`config.mk`:
```
export PLATFORM = sky130hd
export DESIGN_NAME = utx_param_flat
export DESIGN_NICKNAME = d
export VERILOG_FILES = /design/src/rtl/utx_pkg.sv /design/src/rtl/utx_param_if.sv /design/src/rtl/utx_baudgen.sv /design/src/rtl/utx_param.sv /design/src/flat_wrapper.sv
export SDC_FILE = /design/constraint.sdc
export NUM_CORES = 1
export LEC_CHECK = 0
export ABC_AREA = 0
export CORE_ASPECT_RATIO = 0.9
export CORE_MARGIN = 2
export CORE_UTILIZATION = 40
export CTS_CLUSTER_DIAMETER = 120
export CTS_CLUSTER_SIZE = 16
export DETAILED_ROUTE_END_ITERATION = 16
export PLACE_DENSITY = 0.58
export SLEW_MARGIN = 15
export SYNTH_ARGS = -nofsm -noshare
export SYNTH_HDL_FRONTEND = slang
export SYNTH_HIERARCHICAL = 1
export SYNTH_SLANG_ARGS = --single-unit
```
`constraint.sdc`:
```
create_clock -name clk -period 5.5 [get_ports clk]
set_clock_uncertainty 0.15 [all_clocks]
set_input_delay 0.825 -clock clk [delete_from_list [all_inputs] [get_ports clk]]
set_output_delay 0.825 -clock clk [all_outputs]
set_load 0.02 [all_outputs]
```
`src/rtl/utx_pkg.sv`:
```
// Shared definitions for the parametrised UART transmitter (utx_param).
// State encoding and the bit-counter width helper.
package utx_pkg;

  typedef enum logic [2:0] {
    IDLE   = 3'd0,
    START  = 3'd1,
    DATA   = 3'd2,
    PARITY = 3'd3,
    STOP   = 3'd4
  } utx_state_e;

  // Width needed to count 0..data_bits.
  function automatic int utx_cnt_width(input int data_bits);
    return $clog2(data_bits + 1);
  endfunction

endpackage

```
`src/rtl/utx_param_if.sv`:
```
// Input handshake bundle for utx_param: valid/ready word transfer plus the
// per-frame settings latched on accept. parity_odd exists only when
// UTX_PARITY_EN is defined.
interface utx_param_if #(
  parameter int DATA_BITS = 8,
  parameter int DIV_WIDTH = 11
);
  logic                 in_valid;
  logic                 in_ready;
  logic [DATA_BITS-1:0] in_data;
  logic [DIV_WIDTH-1:0] baud_div;
`ifdef UTX_PARITY_EN
  logic                 parity_odd;

  modport master (output in_valid, in_data, baud_div, parity_odd, input in_ready);
  modport slave  (input in_valid, in_data, baud_div, parity_odd, output in_ready);
`else
  modport master (output in_valid, in_data, baud_div, input in_ready);
  modport slave  (input in_valid, in_data, baud_div, output in_ready);
`endif
endinterface

```
`src/rtl/utx_baudgen.sv`:
```
// Bit-period timer for utx_param: tick is high on the last clock of each
// bit period (div+1 clocks long); restart forces the period to begin anew.
module utx_baudgen #(
  parameter int DIV_WIDTH = 11
) (
  input  logic                 clk,
  input  logic                 rstn,
  input  logic                 restart,
  input  logic [DIV_WIDTH-1:0] div,
  output logic                 tick
);

  logic [DIV_WIDTH-1:0] cnt;

  assign tick = (cnt == div);

  // Count clocks within a bit period, wrapping at the divisor or on restart.
  always_ff @(posedge clk or negedge rstn) begin
    if (!rstn) begin
      cnt <= '0;
    end else if (restart || tick) begin
      cnt <= '0;
    end else begin
      cnt <= cnt + 1'b1;
    end
  end

endmodule

```
`src/rtl/utx_param.sv`:
```
// Parametrised UART transmitter: DATA_BITS data bits (LSB first), STOP_BITS
// stop bits, runtime baud divisor, valid/ready input allowing gapless frames.
// Optional parity bit enabled by the UTX_PARITY_EN macro.
module utx_param
  import utx_pkg::*;
#(
  parameter int DATA_BITS = 8,
  parameter int STOP_BITS = 1,
  parameter int DIV_WIDTH = 11
) (
  input  logic       clk,
  input  logic       rstn,
  utx_param_if.slave bus,
  output logic       serialout,
  output logic       busy,
  output logic       done
);

  localparam int CNT_W = utx_cnt_width(DATA_BITS);
  localparam logic [CNT_W-1:0] LAST_DATA = CNT_W'(DATA_BITS - 1);
  localparam logic [CNT_W-1:0] LAST_STOP = CNT_W'(STOP_BITS - 1);

  utx_state_e           state, state_n;
  logic [CNT_W-1:0]     bit_cnt, bit_n;
  logic [DATA_BITS-1:0] shift, shift_n;
  logic [DIV_WIDTH-1:0] div_q;
  logic                 line_n;
  logic                 up;
  logic                 tick;
  logic                 accept;
  logic                 last_stop;
`ifdef UTX_PARITY_EN
  logic                 par_q;
`endif

  utx_baudgen #(.DIV_WIDTH(DIV_WIDTH)) u_baudgen (
    .clk     (clk),
    .rstn    (rstn),
    .restart (accept),
    .div     (div_q),
    .tick    (tick)
  );

  // up keeps in_ready low while reset is asserted and until the first clock after release.
  assign last_stop    = (state == STOP) && tick && (bit_cnt == LAST_STOP);
  assign bus.in_ready = up && ((state == IDLE) || last_stop);
  assign accept       = bus.in_valid && bus.in_ready;
  assign busy         = (state != IDLE);

  // Next state, next line level, shift and bit counter.
  always_comb begin
    state_n = state;
    bit_n   = bit_cnt;
    shift_n = shift;
    line_n  = serialout;
    case (state)
      IDLE: line_n = 1'b1;
      START: begin
        if (tick) begin
          state_n = DATA;
          line_n  = shift[0];
          bit_n   = '0;
        end
      end
      DATA: begin
        if (tick) begin
          if (bit_cnt == LAST_DATA) begin
            bit_n   = '0;
`ifdef UTX_PARITY_EN
            state_n = PARITY;
            line_n  = par_q;
`else
            state_n = STOP;
            line_n  = 1'b1;
`endif
          end else begin
            bit_n   = bit_cnt + 1'b1;
            shift_n = shift >> 1;
            line_n  = shift[1];
          end
        end
      end
`ifdef UTX_PARITY_EN
      PARITY: begin
        if (tick) begin
          state_n = STOP;
          line_n  = 1'b1;
          bit_n   = '0;
        end
      end
`endif
      STOP: begin
        line_n = 1'b1;
        if (tick) begin
          if (bit_cnt == LAST_STOP) begin
            state_n = IDLE;
            bit_n   = '0;
          end else begin
            bit_n = bit_cnt + 1'b1;
          end
        end
      end
      default: begin
        state_n = IDLE;
        line_n  = 1'b1;
        bit_n   = '0;
      end
    endcase
    // Accept only happens in IDLE or the final stop cycle; it always starts a frame.
    if (accept) begin
      state_n = START;
      line_n  = 1'b0;
      shift_n = bus.in_data;
      bit_n   = '0;
    end
  end

  // Control registers: state, counters, serial line, done pulse, ready enable.
  always_ff @(posedge clk or negedge rstn) begin
    if (!rstn) begin
      state     <= IDLE;
      bit_cnt   <= '0;
      serialout <= 1'b1;
      done      <= 1'b0;
      up        <= 1'b0;
    end else begin
      state     <= state_n;
      bit_cnt   <= bit_n;
      serialout <= line_n;
      done      <= last_stop;
      up        <= 1'b1;
    end
  end

  // Data registers: shift register and per-frame settings latched on accept.
  always_ff @(posedge clk) begin
    shift <= shift_n;
    if (accept) begin
      div_q <= bus.baud_div;
`ifdef UTX_PARITY_EN
      par_q <= (^bus.in_data) ^ bus.parity_odd;
`endif
    end
  end

endmodule

```
`src/flat_wrapper.sv`:
```
// flat-port wrapper written by rule: the top's interface ports become plain ports
module utx_param_flat import utx_pkg::*;
#(
  parameter int DATA_BITS = 8,
  parameter int STOP_BITS = 1,
  parameter int DIV_WIDTH = 11
)
  (clk, rstn, serialout, busy, done, bus_in_valid, bus_in_data, bus_baud_div, bus_in_ready);
  utx_param_if #(.DATA_BITS(DATA_BITS), .DIV_WIDTH(DIV_WIDTH)) bus_i ();
  input  logic clk;
  input  logic rstn;
  output logic serialout;
  output logic busy;
  output logic done;
  input wire logic [$bits(bus_i.in_valid)-1:0] bus_in_valid;
  input wire logic [$bits(bus_i.in_data)-1:0] bus_in_data;
  input wire logic [$bits(bus_i.baud_div)-1:0] bus_baud_div;
  output wire logic [$bits(bus_i.in_ready)-1:0] bus_in_ready;
  assign bus_i.in_valid = bus_in_valid;
  assign bus_i.in_data = bus_in_data;
  assign bus_i.baud_div = bus_baud_div;
  assign bus_in_ready = bus_i.in_ready;
  utx_param #(.DATA_BITS(DATA_BITS), .STOP_BITS(STOP_BITS), .DIV_WIDTH(DIV_WIDTH)) u_core (.clk(clk), .rstn(rstn), .bus(bus_i), .serialout(serialout), .busy(busy), .done(done));
endmodule
```
=== After elaboration in Yosys (flattened, before gate mapping) ===
Index checks and enable logic that the tools add are counted.

* Add/sub/neg operators: 2
* Multiplexer cells: 24
* Reduce and logical (&&, ||, !) cells: 15
* Equality and inequality tests: 12

{| class="wikitable"
|+ Operators with widths
! kind !! number
|-
| $mux 8 || 4
|-
| $mux 4 || 6
|-
| $mux 3 || 6
|-
| $pmux 4 s4 || 1
|-
| $ne 3x2->1 const B || 4
|-
| $pmux 3 s4 || 1
|-
| $add 11x1->11 const B || 1
|-
| $eq 11x11->1 || 1
|-
| $mux 11 || 1
|-
| $reduce_and 6->1 || 1
|-
| $add 4x1->4 const B || 1
|-
| $eq 4x3->1 const B || 1
|-
| $logic_and 1x1->1 || 4
|-
| $logic_not 4->1 || 1
|-
| $mux 1 || 4
|-
| $ne 2x2->1 const B || 2
|-
| $reduce_and 4->1 || 1
|-
| $reduce_bool 2->1 || 2
|-
| $eq 3x1->1 const B || 1
|-
| $eq 3x2->1 const B || 1
|-
| $eq 3x3->1 const B || 1
|-
| $logic_not 3->1 || 1
|-
| $ne 3x3->1 const B || 1
|-
| $reduce_and 3->1 || 1
|-
| 4 further kinds || 5
|}

* Register bits after elaboration: 40

=== Depth between registers and ports, before layout ===
Gate-level depths: netlist of the first run.

* Word-level depth: 8
* Depth in mapped cells: 10
* Gate-level depth less buffers: 7

=== Cells and area by module ===
The synthesis of the first run kept the hierarchy.

{| class="wikitable"
|+ By module, submodules not included
! module !! area an instance (µm²) !! seq. area each (µm²) !! cells each !! instances
|-
| utx_param || 1343.8 || 822.0 || 97 || 1
|-
| utx_baudgen || 640.6 || 275.3 || 64 || 1
|}

=== Least setup slack after synthesis of the first run ===
No wires, ideal clock.

* Kind: register to register
* From: register u_core.u_baudgen.cnt[5]
* To: register u_core.shift[5], data pin
* Period minus slack after synthesis: 2.983 ns
* Stages on the path, launching flop included: 10
* Buffers on the path: 3
* Arrival: 2.573 ns
* Setup slack: 2.517 ns
* Cells stage by stage: dfrtp_1 buf_2 xnor2_1 nand4_1 nor3_2 buf_2 nand4bb_4 a2111oi_4 buf_6 mux2_2

* Word-level cells in the longest chain between the ends: 7

{| class="wikitable"
|+ RTL lines
! what !! RTL line !! RTL
|-
| from (decl) || utx_baudgen.sv:13 || <nowiki>logic [DIV_WIDTH-1:0] cnt;</nowiki>
|-
| from (signal assigned) || utx_baudgen.sv:24 || <nowiki>cnt <= cnt + 1'b1;</nowiki>
|-
| $eq 11x11->1 || utx_baudgen.sv:15 || <nowiki>assign tick = (cnt == div);</nowiki>
|-
| named net u_core.tick || utx_param.sv:29 || <nowiki>logic tick;</nowiki>
|-
| $logic_and 1x1->1 (2 in a row) || utx_param.sv:45 || <nowiki>assign last_stop = (state == STOP) && tick && (bit_cnt == LAST_STOP);</nowiki>
|-
| $logic_or 1x1->1 || utx_param.sv:46 || <nowiki>assign bus.in_ready = up && ((state == IDLE) || last_stop);</nowiki>
|-
| $logic_and 1x1->1 || utx_param.sv:46 ||
|-
| $logic_and 1x1->1 || utx_param.sv:47 || <nowiki>assign accept = bus.in_valid && bus.in_ready;</nowiki>
|-
| named net u_core.accept || utx_param.sv:30 || <nowiki>logic accept;</nowiki>
|-
| $mux 8 || utx_param.sv:110 || <nowiki>if (accept) begin</nowiki>
|-
| named net u_core.shift_n[5] || utx_param.sv:25 || <nowiki>logic [DATA_BITS-1:0] shift, shift_n;</nowiki>
|-
| to (signal assigned) || utx_param.sv:137 || <nowiki>shift <= shift_n;</nowiki>
|-
| to (decl) || utx_param.sv:25 ||
|}

The timed path passes the listed nets, and every way through them passes these cells.
A chain may end at the register's enable or synchronous reset.

=== Final worst setup path of the first run ===
* From: register u_core.u_baudgen.cnt[3]
* To: output bus_in_ready

* Word-level cells in the longest chain between the ends: 5

{| class="wikitable"
|+ RTL lines
! what !! RTL line !! RTL
|-
| $eq 11x11->1 || utx_baudgen.sv:15 ||
|-
| named net u_core.tick || utx_param.sv:29 ||
|-
| $logic_and 1x1->1 (2 in a row) || utx_param.sv:45 ||
|-
| $logic_or 1x1->1 || utx_param.sv:46 ||
|-
| $logic_and 1x1->1 || utx_param.sv:46 ||
|-
| to (decl) || flat_wrapper.sv:18 || <nowiki>output wire logic [$bits(bus_i.in_ready)-1:0] bus_in_ready;</nowiki>
|}

The timed path passes the listed nets, and every way through them passes these cells.

==> results of run 1 <==
[cells by family (layout without fill, tap and decap cells)]
kind of cell,after synthesis,count (layout),synth area share
multiplexers,7,7,0.0397
AND/OR/NAND/NOR,55,55,0.171
flip-flops,40,40,0.553
other,1,1,0.00189
buffers and inverters,12,40,0.0284
AO/OA/AOI/OAI,23,23,0.0990
adder cells (fa/ha/maj),3,3,0.0189
XOR/XNOR,20,20,0.0883
[sequential cells by signal (all words and copies together), names as in the netlist]
signal                count
u_core/state              3
u_core/up                 1
u_core/serialout          1
u_core/shift              8
u_core/u_baudgen/cnt     11
u_core/done               1
u_core/bit_cnt            4
u_core/div_q             11
[metrics by stage]
step | instances | hold slack [ns] | cell area (um2) | power (uW)
floorplan | 161 | 0.356 | 1980 | 320
global placement | 246 | 0.387 | 2290 | 337
detailed placement | 246 | 0.393 | 2290 | 338
CTS | 254 | 0.411 | 2400 | 580
global route | 254 | 0.429 | 2400 | 596
finish | 254 | 0.411 | 2400 | 572
[final timing paths]
kind / slack (ns) / start / end
setup / recovery: 1.81 / u_core/u_baudgen/cnt[3] / bus_in_ready
min in group asynchronous: 0.92 / rstn / u_core/u_baudgen/cnt[4]
max in group asynchronous: 3.68 / rstn / u_core/done
hold reg to reg: 0.41 / u_core/shift[4] / u_core/shift[3]
hold / removal: 0.41 / u_core/shift[4] / u_core/shift[3]
setup reg to reg: 2.27 / u_core/u_baudgen/cnt[3] / u_core/shift[4]
[cell usage after synthesis, types with 2 or more instances]
master / instances / area, um2
nand2_1: 7 / 26.3
o21bai_1: 2 / 15.0
nand4_1: 4 / 25.0
nor3_2: 2 / 20.0
nor3_1: 11 / 55.1
nor2_1: 7 / 26.3
xnor2_1: 15 / 131
buf_2: 3 / 15.0
o21ai_0: 3 / 15.0
inv_1: 5 / 18.8
o211ai_1: 2 / 15.0
a21oi_1: 4 / 20.0
o21a_1: 2 / 15.0
or2_2: 3 / 18.8
clkbuf_1: 3 / 11.3
ha_1: 3 / 37.5
nor3b_1: 3 / 22.5
dfrtp_1: 20 / 500
mux2_2: 7 / 78.8
edfxtp_1: 19 / 571
nand3_1: 5 / 25.0
xor2_1: 5 / 43.8
nand2b_1: 4 / 25.0
o32ai_1: 2 / 17.5
[power by group]
part           switching, uW  internal (uW)  total [uW]  leakage (uW)
Clock                    107            134         241     0.0000558
Combinational           5.24           13.0        18.3      0.000370
Sequential             0.223            313         313      0.000398
[area by class of cell]
class                           count  share of cell area
Timing Repair Buffer               27               0.110
Tap cell                           65              0.0338
Clock buffer                        5              0.0286
Clock inverter                      3              0.0177
Multi-Input combinational cell    109               0.345
Inverter                            5             0.00780
Sequential cell                    40               0.456
[layer usage]
metal  global-route usage  share of wire  vias to the layer above
li1                     -              -                      640
met1                0.218           0.52                      628
met2                0.209           0.42                       37
met3               0.0421          0.047                        5
met4               0.0663          0.012                        0
met5                    0              0                        -
==> out/qor.yml, run 1 <==
drt:
  drtIter0Drc: 142
  routed_wirelength_um: 3720
  viasPerCell: 5.16
  vias: 1310
  drc: 0
  dr.pass1.iters: 4
  wire_per_inst_um: 14.7
  ant_nets: 0
sta:
  fin_crit_ns: 3.69
  max_slew_margin: 0.343
  fmax_mhz: 271
  rsz0062_at_grt: "false"
  setup_viol: 0
  hold_viol: 0
  period_share: 0.670
  drv_slew: 0
  setup_slack_ns: 1.81
  tightest_slew_ns: 0.982
  setup_tns_ns: 0
grt:
  grt_pass1_wl_um: 6380
  first_global_vias: 1342
  track_usage: 0.150
  antenna_found_initial: 0
  grt_max_degree: 41
  gr-total-overflow: 0
die:
  die_area_um2: 5540
  die_x_um: 78.2
  die_height_um: 70.8
  io_pins: 26
  core_area_um2: 4800
  rows: 24
  start_util: 0.413
clock_network:
  clockRootBuffer: "clkbuf_8"
  clock_latency_ns: 0.29
  cts-hold-fix-buffers: 0
  numCtsBuffers: 5
  htreeDepth: 2
  cts_resized: 0
  tritoncts: "yes"
  post_cts_buffers: 0
  clockBufferDepth: 2
  cts.sinks: 40
  clk_pin_slew_ns: 0.08
setup_path:
  start_kind: "flop"
  worstPathArrival_ns: 2.71
  cp_slowest_stage_delay_ns: 0.61
  slowest_stage: "clkdlybuf4s50_1"
  path_depth: 7
  crit_family: "buffers and inverters"
  worst-path-buf-inv: 2
  cp_max_fo: 12
  crit_chain: "xnor2_1 -> nand4_1 -> nor3_2 -> buf_4 -> nand4bb_4 -> a21oi_1 -> clkdlybuf4s50_1"
  reg2regPathDepth: 8
  crit_required_ns: 4.53
  criticalPathCategory: "flop to output pin"
  setup.worst_path.end_class: "output pin"
placement:
  hpwlAfterDp_um: 2590
  place_ws_ns: 2.15
  portBuffers: 25
  globalplace.congestion: 0.830
pwr:
  peakVddDrop_mv: 0.139
  p_per_area_nw_per_um2: 238
  p_leak_uw: 0.000824
finish:
  areaGrowthSynthToFinish_pct: 21.2
  nNetsFinal: 213
  most-common-layout-cells: "clkdlybuf4s50_1, dfrtp_1, edfxtp_1"
  multi_input_area_um2: 831
  antennaDiodeCount: 0
  seqCellArea_um2: 1100
  fillers: 437
  layout_commonest_cell: "clkdlybuf4s50_1"
  drive_gt1_frac: 0.148
  utilization: 0.501
logic_synthesis:
  synthDistinctLibCells: 44
  avgSynthCellArea_um2: 12.3
  syn_nets: 186
  synth_seq_area_share: 0.553
  synth_area_um2: 1980
  ys_ff_latch: 40
  synthFlopType: "dfrtp_1"
  ys_async_sr_fraction: 0.525
  postSynthCellCount: 161
  synth_edf_count: 19
  ys_warn_count: 6
flow_run:
  drv_cap: 0
run_status:
  status: "completed"
hold_path:
  hold-path-cell-count: 1
  hold_class: "flop to flop"
Power figures use the tool's default switching activity.
==> inputs of run 2 (changes only) <==
- PLACE_DENSITY: 0.58 -> 0.6
- clock period: 5.5 -> 3.2 ns (I/O delays scaled with it)
==> out/qor.yml, run 2 (synthesis results as in run 1) <==
setup_path:
  crit_start: "u_core/u_baudgen/cnt[2]"  # was u_core/u_baudgen/cnt[3]
  setup.worst_path.end_class: "output pin"  # unchanged
  critPathCapture: "bus_in_ready"  # unchanged
  criticalPathCategory: "flop to output pin"  # unchanged
  rrSetupSlack_ns: 0.45  # was 2.27 ns
  start_kind: "flop"  # unchanged
  crit_required_ns: 2.57  # was 4.53 ns
  cp_max_fo: 6  # was 12
  rr_startpoint: "u_core/u_baudgen/cnt[2]"  # was u_core/u_baudgen/cnt[3]
  worstPathArrival_ns: 2.31  # was 2.71 ns
  reg2regPathDepth: 8  # unchanged
  r2r_end: "u_core/bit_cnt[2]"  # was u_core/shift[4]
drt:
  drtIter0Drc: 90  # was 142
  vias: 1323  # was 1,310
  ant_nets: 0  # unchanged
  drc: 0  # unchanged
  viasPerCell: 5.17  # was 5.16
  routed_wirelength_um: 3610  # was 3720 um
  wire_per_inst_um: 14.1  # was 14.7 um
  dr.pass1.iters: 4  # unchanged
placement:
  place_area_um2: 2310  # was 2290 um2
  portBuffers: 25  # unchanged
  hpwlAfterDp_um: 2610  # was 2590 um
  dp.cells: 248  # was 246
  globalplace.congestion: 0.772  # was 0.830
clock_network:
  tritoncts: "yes"  # unchanged
  htreeDepth: 2  # unchanged
  cts.sinks: 40  # unchanged
  clk_pin_slew_ns: 0.08  # about the same
  clockBufferDepth: 2  # unchanged
  cts-hold-fix-buffers: 0  # unchanged
  post_cts_buffers: 0  # unchanged
  clockRootBuffer: "clkbuf_8"  # unchanged
  cts_resized: 0  # unchanged
  clock_latency_ns: 0.28  # was 0.29 ns
  numCtsBuffers: 5  # unchanged
die:
  core_area_um2: 4800  # unchanged
  rows: 24  # unchanged
  die_height_um: 70.8  # unchanged
  die_area_um2: 5540  # unchanged
  io_pins: 26  # unchanged
  start_util: 0.413  # unchanged
  die_x_um: 78.2  # unchanged
sta:
  setup_viol: 0  # unchanged
  max_slew_margin: 0.370  # was 0.343
  setup_tns_ns: 0  # unchanged
  period_share: 0.920
  hold_viol: 0  # unchanged
  fmax_mhz: 340
  rsz0062_at_grt: "false"  # unchanged
  drv_slew: 0  # unchanged
  hold_slack_ns: 0.388  # was 0.411 ns
  fin_crit_ns: 2.94
  tightest_slew_ns: 0.943  # was 0.982 ns
finish:
  layout_commonest_cell: "clkdlybuf4s50_1"  # unchanged
  areaGrowthSynthToFinish_pct: 23.0  # was 21.2%
  drive_gt1_frac: 0.157  # was 0.148
  most-common-layout-cells: "clkdlybuf4s50_1, dfrtp_1, edfxtp_1"  # unchanged
  finalNonFillerCells: 256  # was 254
  antennaDiodeCount: 0  # unchanged
  nNetsFinal: 215  # was 213
  reg_top3: "u_core/div_q (11), u_core/u_baudgen/cnt (11), u_core/shift (8)"  # unchanged
  utilization: 0.508  # was 0.501
  multi_input_area_um2: 831  # unchanged
  fillers: 439  # was 437
  seqCellArea_um2: 1100  # unchanged
  design_area_um2: 2440  # was 2400 um2
pwr:
  p_per_area_nw_per_um2: 430  # was 238 nW/um2
  peakVddDrop_mv: 0.233  # was 0.139 mV
  p_leak_uw: 0.000844  # was 0.000824 uW
grt:
  gr-total-overflow: 0  # unchanged
  grt_pass1_wl_um: 6400  # was 6380 um
  first_global_vias: 1323  # was 1,342
  track_usage: 0.145  # was 0.150
  antenna_found_initial: 0  # unchanged
  grt_max_degree: 26  # was 41
run_status:
  status: "completed"  # unchanged
hold_path:
  hold_class: "flop to flop"  # unchanged
flow_run:
  drv_cap: 0  # unchanged
## run 2: changes by cell type in the layout (fill, tap and decap cells not counted), sizes merged
| cell | delta |
|---|---|
| buf | +2 |
| bufinv | +1 |
| clkbuf | +1 |
| clkinv | -2 |
## run 2: worst max-delay path, cell delays in order (launching register included)
cell	delay, ns
dfrtp_1	0.45
xnor2_1	0.19
nand4_1	0.12
nor3_2	0.29
nand4bb_4	0.17
a21oi_1	0.19
clkdlybuf4s50_1	0.63
## run 2: per-stage QoR
| stage | setup slack, ns | total power [uW] |
|---|---|---|
| 2_1_floorplan | 0.217 | 550 |
| 3_3_place_gp | 0.510 | 581 |
| 3_5_place_dp | 0.465 | 582 |
| 4_1_cts | 0.227 | 1070 |
| 5_1_grt | 0.0816 | 1090 |
| 6_report | 0.257 | 1050 |
## run 2: power breakdown
group	total [uW]	internal (uW)	switching [uW]	leakage (uW)
logic	32.3	23.2	9.06	0.000380
clock network	480	312	168	0.0000654
registers	538	537	0.477	0.000398
## run 2: cell type report
class / count / share of cell area
Clock buffer: 6 / 0.0297
Multi-Input combinational cell: 109 / 0.340
Timing Repair Buffer: 29 / 0.115
Sequential cell: 40 / 0.450
Clock inverter: 2 / 0.0246
Inverter: 5 / 0.00769
Tap cell: 65 / 0.0333
## run 2: routing by layer
layer  share of wire  global-route usage  up-vias
met1            0.48               0.198      646
met4          0.0019              0.0292        0
met5               0                   0        -
li1                -                   -      647
met2            0.47               0.230       28
met3           0.049              0.0472        2
## run 2: how the worst min path moves through the flow
stage / startpoint / to / slack, ns / depth (start not counted)
CTS: u_core/u_baudgen/cnt[0] / u_core/u_baudgen/cnt[0] / 0.39 / 1
finish: u_core/u_baudgen/cnt[0] / u_core/u_baudgen/cnt[0] / 0.39 / 1
detailed placement: u_core/u_baudgen/cnt[0] / u_core/u_baudgen/cnt[0] / 0.38 / 1
global route: u_core/shift[2] / u_core/shift[1] / 0.42 / 1
global placement: u_core/u_baudgen/cnt[0] / u_core/u_baudgen/cnt[0] / 0.37 / 1
floorplan: rstn / u_core/bit_cnt[0] / 0.03 / 0
==> inputs of run 3 (changes only) <==
- CTS_BUF_LIST: default -> sky130_fd_sc_hd__clkbuf_4 sky130_fd_sc_hd__clkbuf_8
- RECOVER_POWER: default -> 50
==> out/qor.yml, run 3 (synthesis results as in run 1) <==
placement:
  globalplace.congestion: 0.772  # unchanged
  hpwlAfterDp_um: 2610  # unchanged
  portBuffers: 25  # unchanged
drt:
  wl_met2_um: 1690  # about the same
  top_layer: "met4"  # unchanged
  drtIter0Drc: 70  # was 90
  routed_wirelength_um: 3610  # about the same
  wl_met1_um: 1700  # was 1740 um
  ant_nets: 0  # unchanged
  drc: 0  # unchanged
  dr.pass1.iters: 4  # unchanged
  wire_per_inst_um: 14.1  # about the same
  vias: 1323  # unchanged
  wl_met3_um: 185  # was 176 um
  viasPerCell: 5.17  # unchanged
sta:
  hold_viol: 0  # unchanged
  fin_crit_ns: 2.95  # was 2.94 ns
  fmax_mhz: 339  # was 340 MHz
  setup_tns_ns: 0  # unchanged
  setup_viol: 0  # unchanged
  drv_slew: 0  # unchanged
  rsz0062_at_grt: "false"  # unchanged
  tightest_slew_ns: 0.957  # was 0.943 ns
  period_share: 0.923  # was 0.920
  max_slew_margin: 0.360  # was 0.370
hold_path:
  hold-path-cell-count: 1  # unchanged
  hold_end: "u_core/u_baudgen/cnt[0]"  # unchanged
  min_from: "u_core/u_baudgen/cnt[0]"  # unchanged
  hold_class: "flop to flop"  # unchanged
run_status:
  status: "completed"  # unchanged
pwr:
  p_total_uw: 1060  # was 1050 uW
  p_per_area_nw_per_um2: 434  # was 430 nW/um2
  p_leak_uw: 0.000841  # was 0.000844 uW
  peakVddDrop_mv: 0.233  # about the same
setup_path:
  crit_family: "buffers and inverters"  # unchanged
  cp_max_fo: 6  # unchanged
  r2r_end: "u_core/bit_cnt[3]"  # was u_core/bit_cnt[2]
  worstPathArrival_ns: 2.32  # was 2.31 ns
  rrSetupSlack_ns: 0.35  # was 0.45 ns
  worst-path-buf-inv: 1  # unchanged
  criticalPathCategory: "flop to output pin"  # unchanged
  slowest_stage: "clkdlybuf4s50_1"  # unchanged
  cp_slowest_stage_delay_ns: 0.63  # about the same
  path_depth: 6  # unchanged
  reg2regPathDepth: 8  # unchanged
  crit_required_ns: 2.57  # about the same
  start_kind: "flop"  # unchanged
  setup.worst_path.end_class: "output pin"  # unchanged
  rr_startpoint: "u_core/u_baudgen/cnt[2]"  # unchanged
  crit_chain: "xnor2_1 -> nand4_1 -> nor3_2 -> nand4bb_4 -> a21oi_1 -> clkdlybuf4s50_1"  # unchanged
clock_network:
  clockBufferDepth: 2  # unchanged
  clockRootBuffer: "clkbuf_8"  # unchanged
  post_cts_buffers: 0  # unchanged
  tritoncts: "yes"  # unchanged
  htreeDepth: 2  # unchanged
  numCtsBuffers: 5  # unchanged
  cts_resized: 0  # unchanged
  clock_latency_ns: 0.29  # was 0.28 ns
  clk_pin_slew_ns: 0.08  # about the same
  cts.sinks: 40  # unchanged
  cts-hold-fix-buffers: 0  # unchanged
finish:
  most-common-layout-cells: "dfrtp_1, edfxtp_1, xnor2_1"  # was clkdlybuf4s50_1, dfrtp_1, edfxtp_1
  areaGrowthSynthToFinish_pct: 22.8  # was 23.0%
  drive_gt1_frac: 0.152  # was 0.157
  layout_commonest_cell: "dfrtp_1"  # was clkdlybuf4s50_1
  antennaDiodeCount: 0  # unchanged
  nNetsFinal: 215  # unchanged
  reg_top3: "u_core/div_q (11), u_core/u_baudgen/cnt (11), u_core/shift (8)"  # unchanged
die:
  die_x_um: 78.2  # unchanged
  rows: 24  # unchanged
  core_area_um2: 4800  # unchanged
  die_area_um2: 5540  # unchanged
  die_height_um: 70.8  # unchanged
  io_pins: 26  # unchanged
  start_util: 0.413  # unchanged
grt:
  track_usage: 0.145  # unchanged
  first_global_vias: 1328  # was 1,323
  antenna_found_initial: 0  # unchanged
  grt_pass1_wl_um: 6400  # about the same
  gr-total-overflow: 0  # unchanged
  grt_max_degree: 26  # unchanged
flow_run:
  drv_cap: 0  # unchanged
run 3: cell types whose count changed in the layout (fill, tap and decap cells not counted):
cell / before / now
nor3_2: 2 / 1
buf_4: 4 / 2
dlygate4sd3_1: 0 / 14
nor3_1: 11 / 12
clkbuf_4: 0 / 2
clkdlybuf4s50_1: 25 / 11
run 3: cell type report:
| class | instances | area [um2] |
|---|---|---|
| timing repair buffer | 29 | 277 |
| tap | 65 | 81.3 |
| clock inverter | 2 | 60.1 |
| clock buffer | 6 | 76.3 |
| inverter | 5 | 18.8 |
| sequential | 40 | 1100 |
| fill | 443 | 2370 |
| multi-input combinational | 109 | 826 |
run 3: worst max-delay path by stage:
| stage | startpoint | slack (ns) | endpoint |
|---|---|---|---|
| after CTS | u_core/u_baudgen/cnt[2] | 0.23 | bus_in_ready |
| final | u_core/u_baudgen/cnt[2] | 0.25 | bus_in_ready |
| after detailed placement | u_core/u_baudgen/cnt[2] | 0.47 | u_core/bit_cnt[2] |
| after global routing | u_core/u_baudgen/cnt[2] | 0.08 | bus_in_ready |
| after floorplan | u_core/u_baudgen/cnt[5] | 0.22 | u_core/shift[5] |
| after global placement | u_core/u_baudgen/cnt[5] | 0.51 | u_core/bit_cnt[2] |
run 3: routing by layer:
metal	vias up	global-route usage
met4	0	0.0292
met5	-	0
met1	640	0.198
li1	646	-
met3	4	0.0472
met2	33	0.230
run 3: worst reg2reg max path, stage by stage (launching register included):
cell	delay, ns
dfrtp_1	0.45
xnor2_1	0.19
nand4_1	0.12
nor3_2	0.30
nand4bb_4	0.17
a2111oi_4	0.39
clkbuf_1	0.62
o2bb2ai_2	0.12
a32o_1	0.23
run 3: power by group:
part	switching [uW]	internal, uW
Clock	170	320
Sequential	0.476	537
Combinational	9.05	20.2
Total	180	878
run 3: through the flow:
stage	setup WS [ns]	utilization	hold WS, ns	cells	area (um2)
after global routing	0.0816	0.507	0.418	256	2440
after global placement	0.510	0.480	0.372	248	2310
after floorplan	0.217	-	0.0344	161	1980
after detailed placement	0.465	0.480	0.378	248	2310
after CTS	0.227	0.509	0.390	256	2440
final	0.248	0.507	0.387	256	2440
==> variant (config.mk and constraints of run 1) <==
`DIV_WIDTH` is set to 11 in 4 places; all go to 22.
--- a/src/rtl/utx_param_if.sv
+++ b/src/rtl/utx_param_if.sv
@@ -5,3 +5,3 @@
   parameter int DATA_BITS = 8,
-  parameter int DIV_WIDTH = 11
+  parameter int DIV_WIDTH = 22
 );
--- a/src/rtl/utx_baudgen.sv
+++ b/src/rtl/utx_baudgen.sv
@@ -3,3 +3,3 @@
 module utx_baudgen #(
-  parameter int DIV_WIDTH = 11
+  parameter int DIV_WIDTH = 22
 ) (
--- a/src/rtl/utx_param.sv
+++ b/src/rtl/utx_param.sv
@@ -8,3 +8,3 @@
   parameter int STOP_BITS = 1,
-  parameter int DIV_WIDTH = 11
+  parameter int DIV_WIDTH = 22
 ) (
--- a/src/flat_wrapper.sv
+++ b/src/flat_wrapper.sv
@@ -5,3 +5,3 @@
   parameter int STOP_BITS = 1,
-  parameter int DIV_WIDTH = 11
+  parameter int DIV_WIDTH = 22
 )
Ports: changed (resized bus_baud_div); port bits go from 26 to 37. The function was not compared with the original's and may differ.
==> variant against run 1 <==
Sequential cell count increased by 22. Synthesized area increased by 51%. Hold slack got worse by 0.0072 ns. Clock power increased by 72%. Critical endpoint unchanged. Power increased by 63%. Wire length increased by 48%. Final area increased by 51%. Sequential power increased by 55%. Highest routed layer unchanged. Die area increased by 48%. Setup slack got worse by 0.12 ns.
==> variant: results (changes against run 1) <==
.. list-table::
   :header-rows: 1

   * - Metric
     - Value
   * - Largest vdd supply drop
     - 0.156 mV (+12%)
   * - Largest delay share family, worst path
     - simple AND/OR/NAND/NOR gates
   * - Number of global-route vias before repair
     - 1878 (+40%)
   * - Worst-path fanout max
     - 11 (-1)
   * - Number of flops mapped to enable cells by yosys
     - 30 (+11)
   * - Worst setup timing slack at the placement stage
     - 2.06 ns (-0.0922 ns)
   * - Share of post-route cells with drive strength above 1
     - 14.7% (-0.13 points)
   * - Outcome
     - finished, final reports clean
   * - Xor and xnor fraction of the mapped netlist area
     - 12.3% (+3.5 points)
   * - Top cells by area in the synthesized netlist
     - sky130_fd_sc_hd__edfxtp_1 30%, sky130_fd_sc_hd__dfrtp_1 26%, sky130_fd_sc_hd__xnor2_1 8.5%
   * - Routed length on met3
     - 256 um (+45%)
   * - CP peak stage delay
     - 0.65 ns (+0.04 ns)
   * - Detailed placer's ending HPWL
     - 3.81 mm (+47%)
   * - Signal arrival time at the worst endpoint
     - 2.83 ns (+0.12 ns)
   * - 1st-iter DRT viols
     - 72 (-49%)
   * - Net Sw Power
     - 0.000172 W (+53%)
   * - Sequential share of the synthesized area
     - 56.9% (+1.6 points)
   * - Static leakage
     - 1.33 nW (+62%)
   * - Number of input and output port buffers inserted
     - 36 (+44%)
   * - Depth of the CTS H-tree
     - 3 (+1)
   * - Number of different library cells in the post-synthesis netlist
     - 51 (+16%)
   * - Top post-synthesis cells by count
     - 33 x sky130_fd_sc_hd__nor2_1, 31 x sky130_fd_sc_hd__dfrtp_1, 30 x sky130_fd_sc_hd__edfxtp_1, 29 x sky130_fd_sc_hd__xnor2_1, 13 x sky130_fd_sc_hd__xor2_1
   * - Routed length on met2
     - 2.44 mm (+56%)
   * - Share of power burned in registers
     - 52.3% (-2.4 points)
   * - Clock network power
     - 0.000415 W (+72%)
   * - Share of synthesized cell area in full adder, half adder and majority cells
     - 1.25% (-0.64 points)
   * - DP Cell Count
     - 363 (+48%)
   * - Area fraction in compound gates after synthesis
     - 5.69% (-4.2 points)
   * - Cell count after synthesis
     - 240 (+49%)
   * - Routed length per placed instance
     - 14.5 um (-1.1%)
   * - Net switching share of the total power
     - 18.4% (-1.2 points)
[variant: area by class of cell]
| cell class | instances | area (um2) |
|---|---|---|
| clock inverters | 5 | 73.8 |
| repair buffers | 38 | 375 |
| clock buffers | 11 | 131 |
| well taps | 93 | 116 |
| multi-input cells | 164 | 1210 |
| fillers | 642 | 3510 |
| flip-flops and latches | 62 | 1700 |
| inverters | 6 | 22.5 |
[variant: worst paths after layout]
check / slack, ns / startpoint / cells past startpoint / endpoint
setup / recovery: 1.69 / u_core/u_baudgen/cnt[4] / 7 / bus_in_ready
hold / removal: 0.40 / u_core/u_baudgen/cnt[0] / 1 / u_core/u_baudgen/cnt[0]
setup reg to reg: 2.18 / u_core/u_baudgen/cnt[4] / 8 / u_core/u_baudgen/cnt[10]
hold reg to reg: 0.40 / u_core/u_baudgen/cnt[0] / 1 / u_core/u_baudgen/cnt[0]
max in group asynchronous: 4.12 / rstn / 2 / u_core/serialout
min in group asynchronous: 0.75 / rstn / 2 / u_core/u_baudgen/cnt[10]
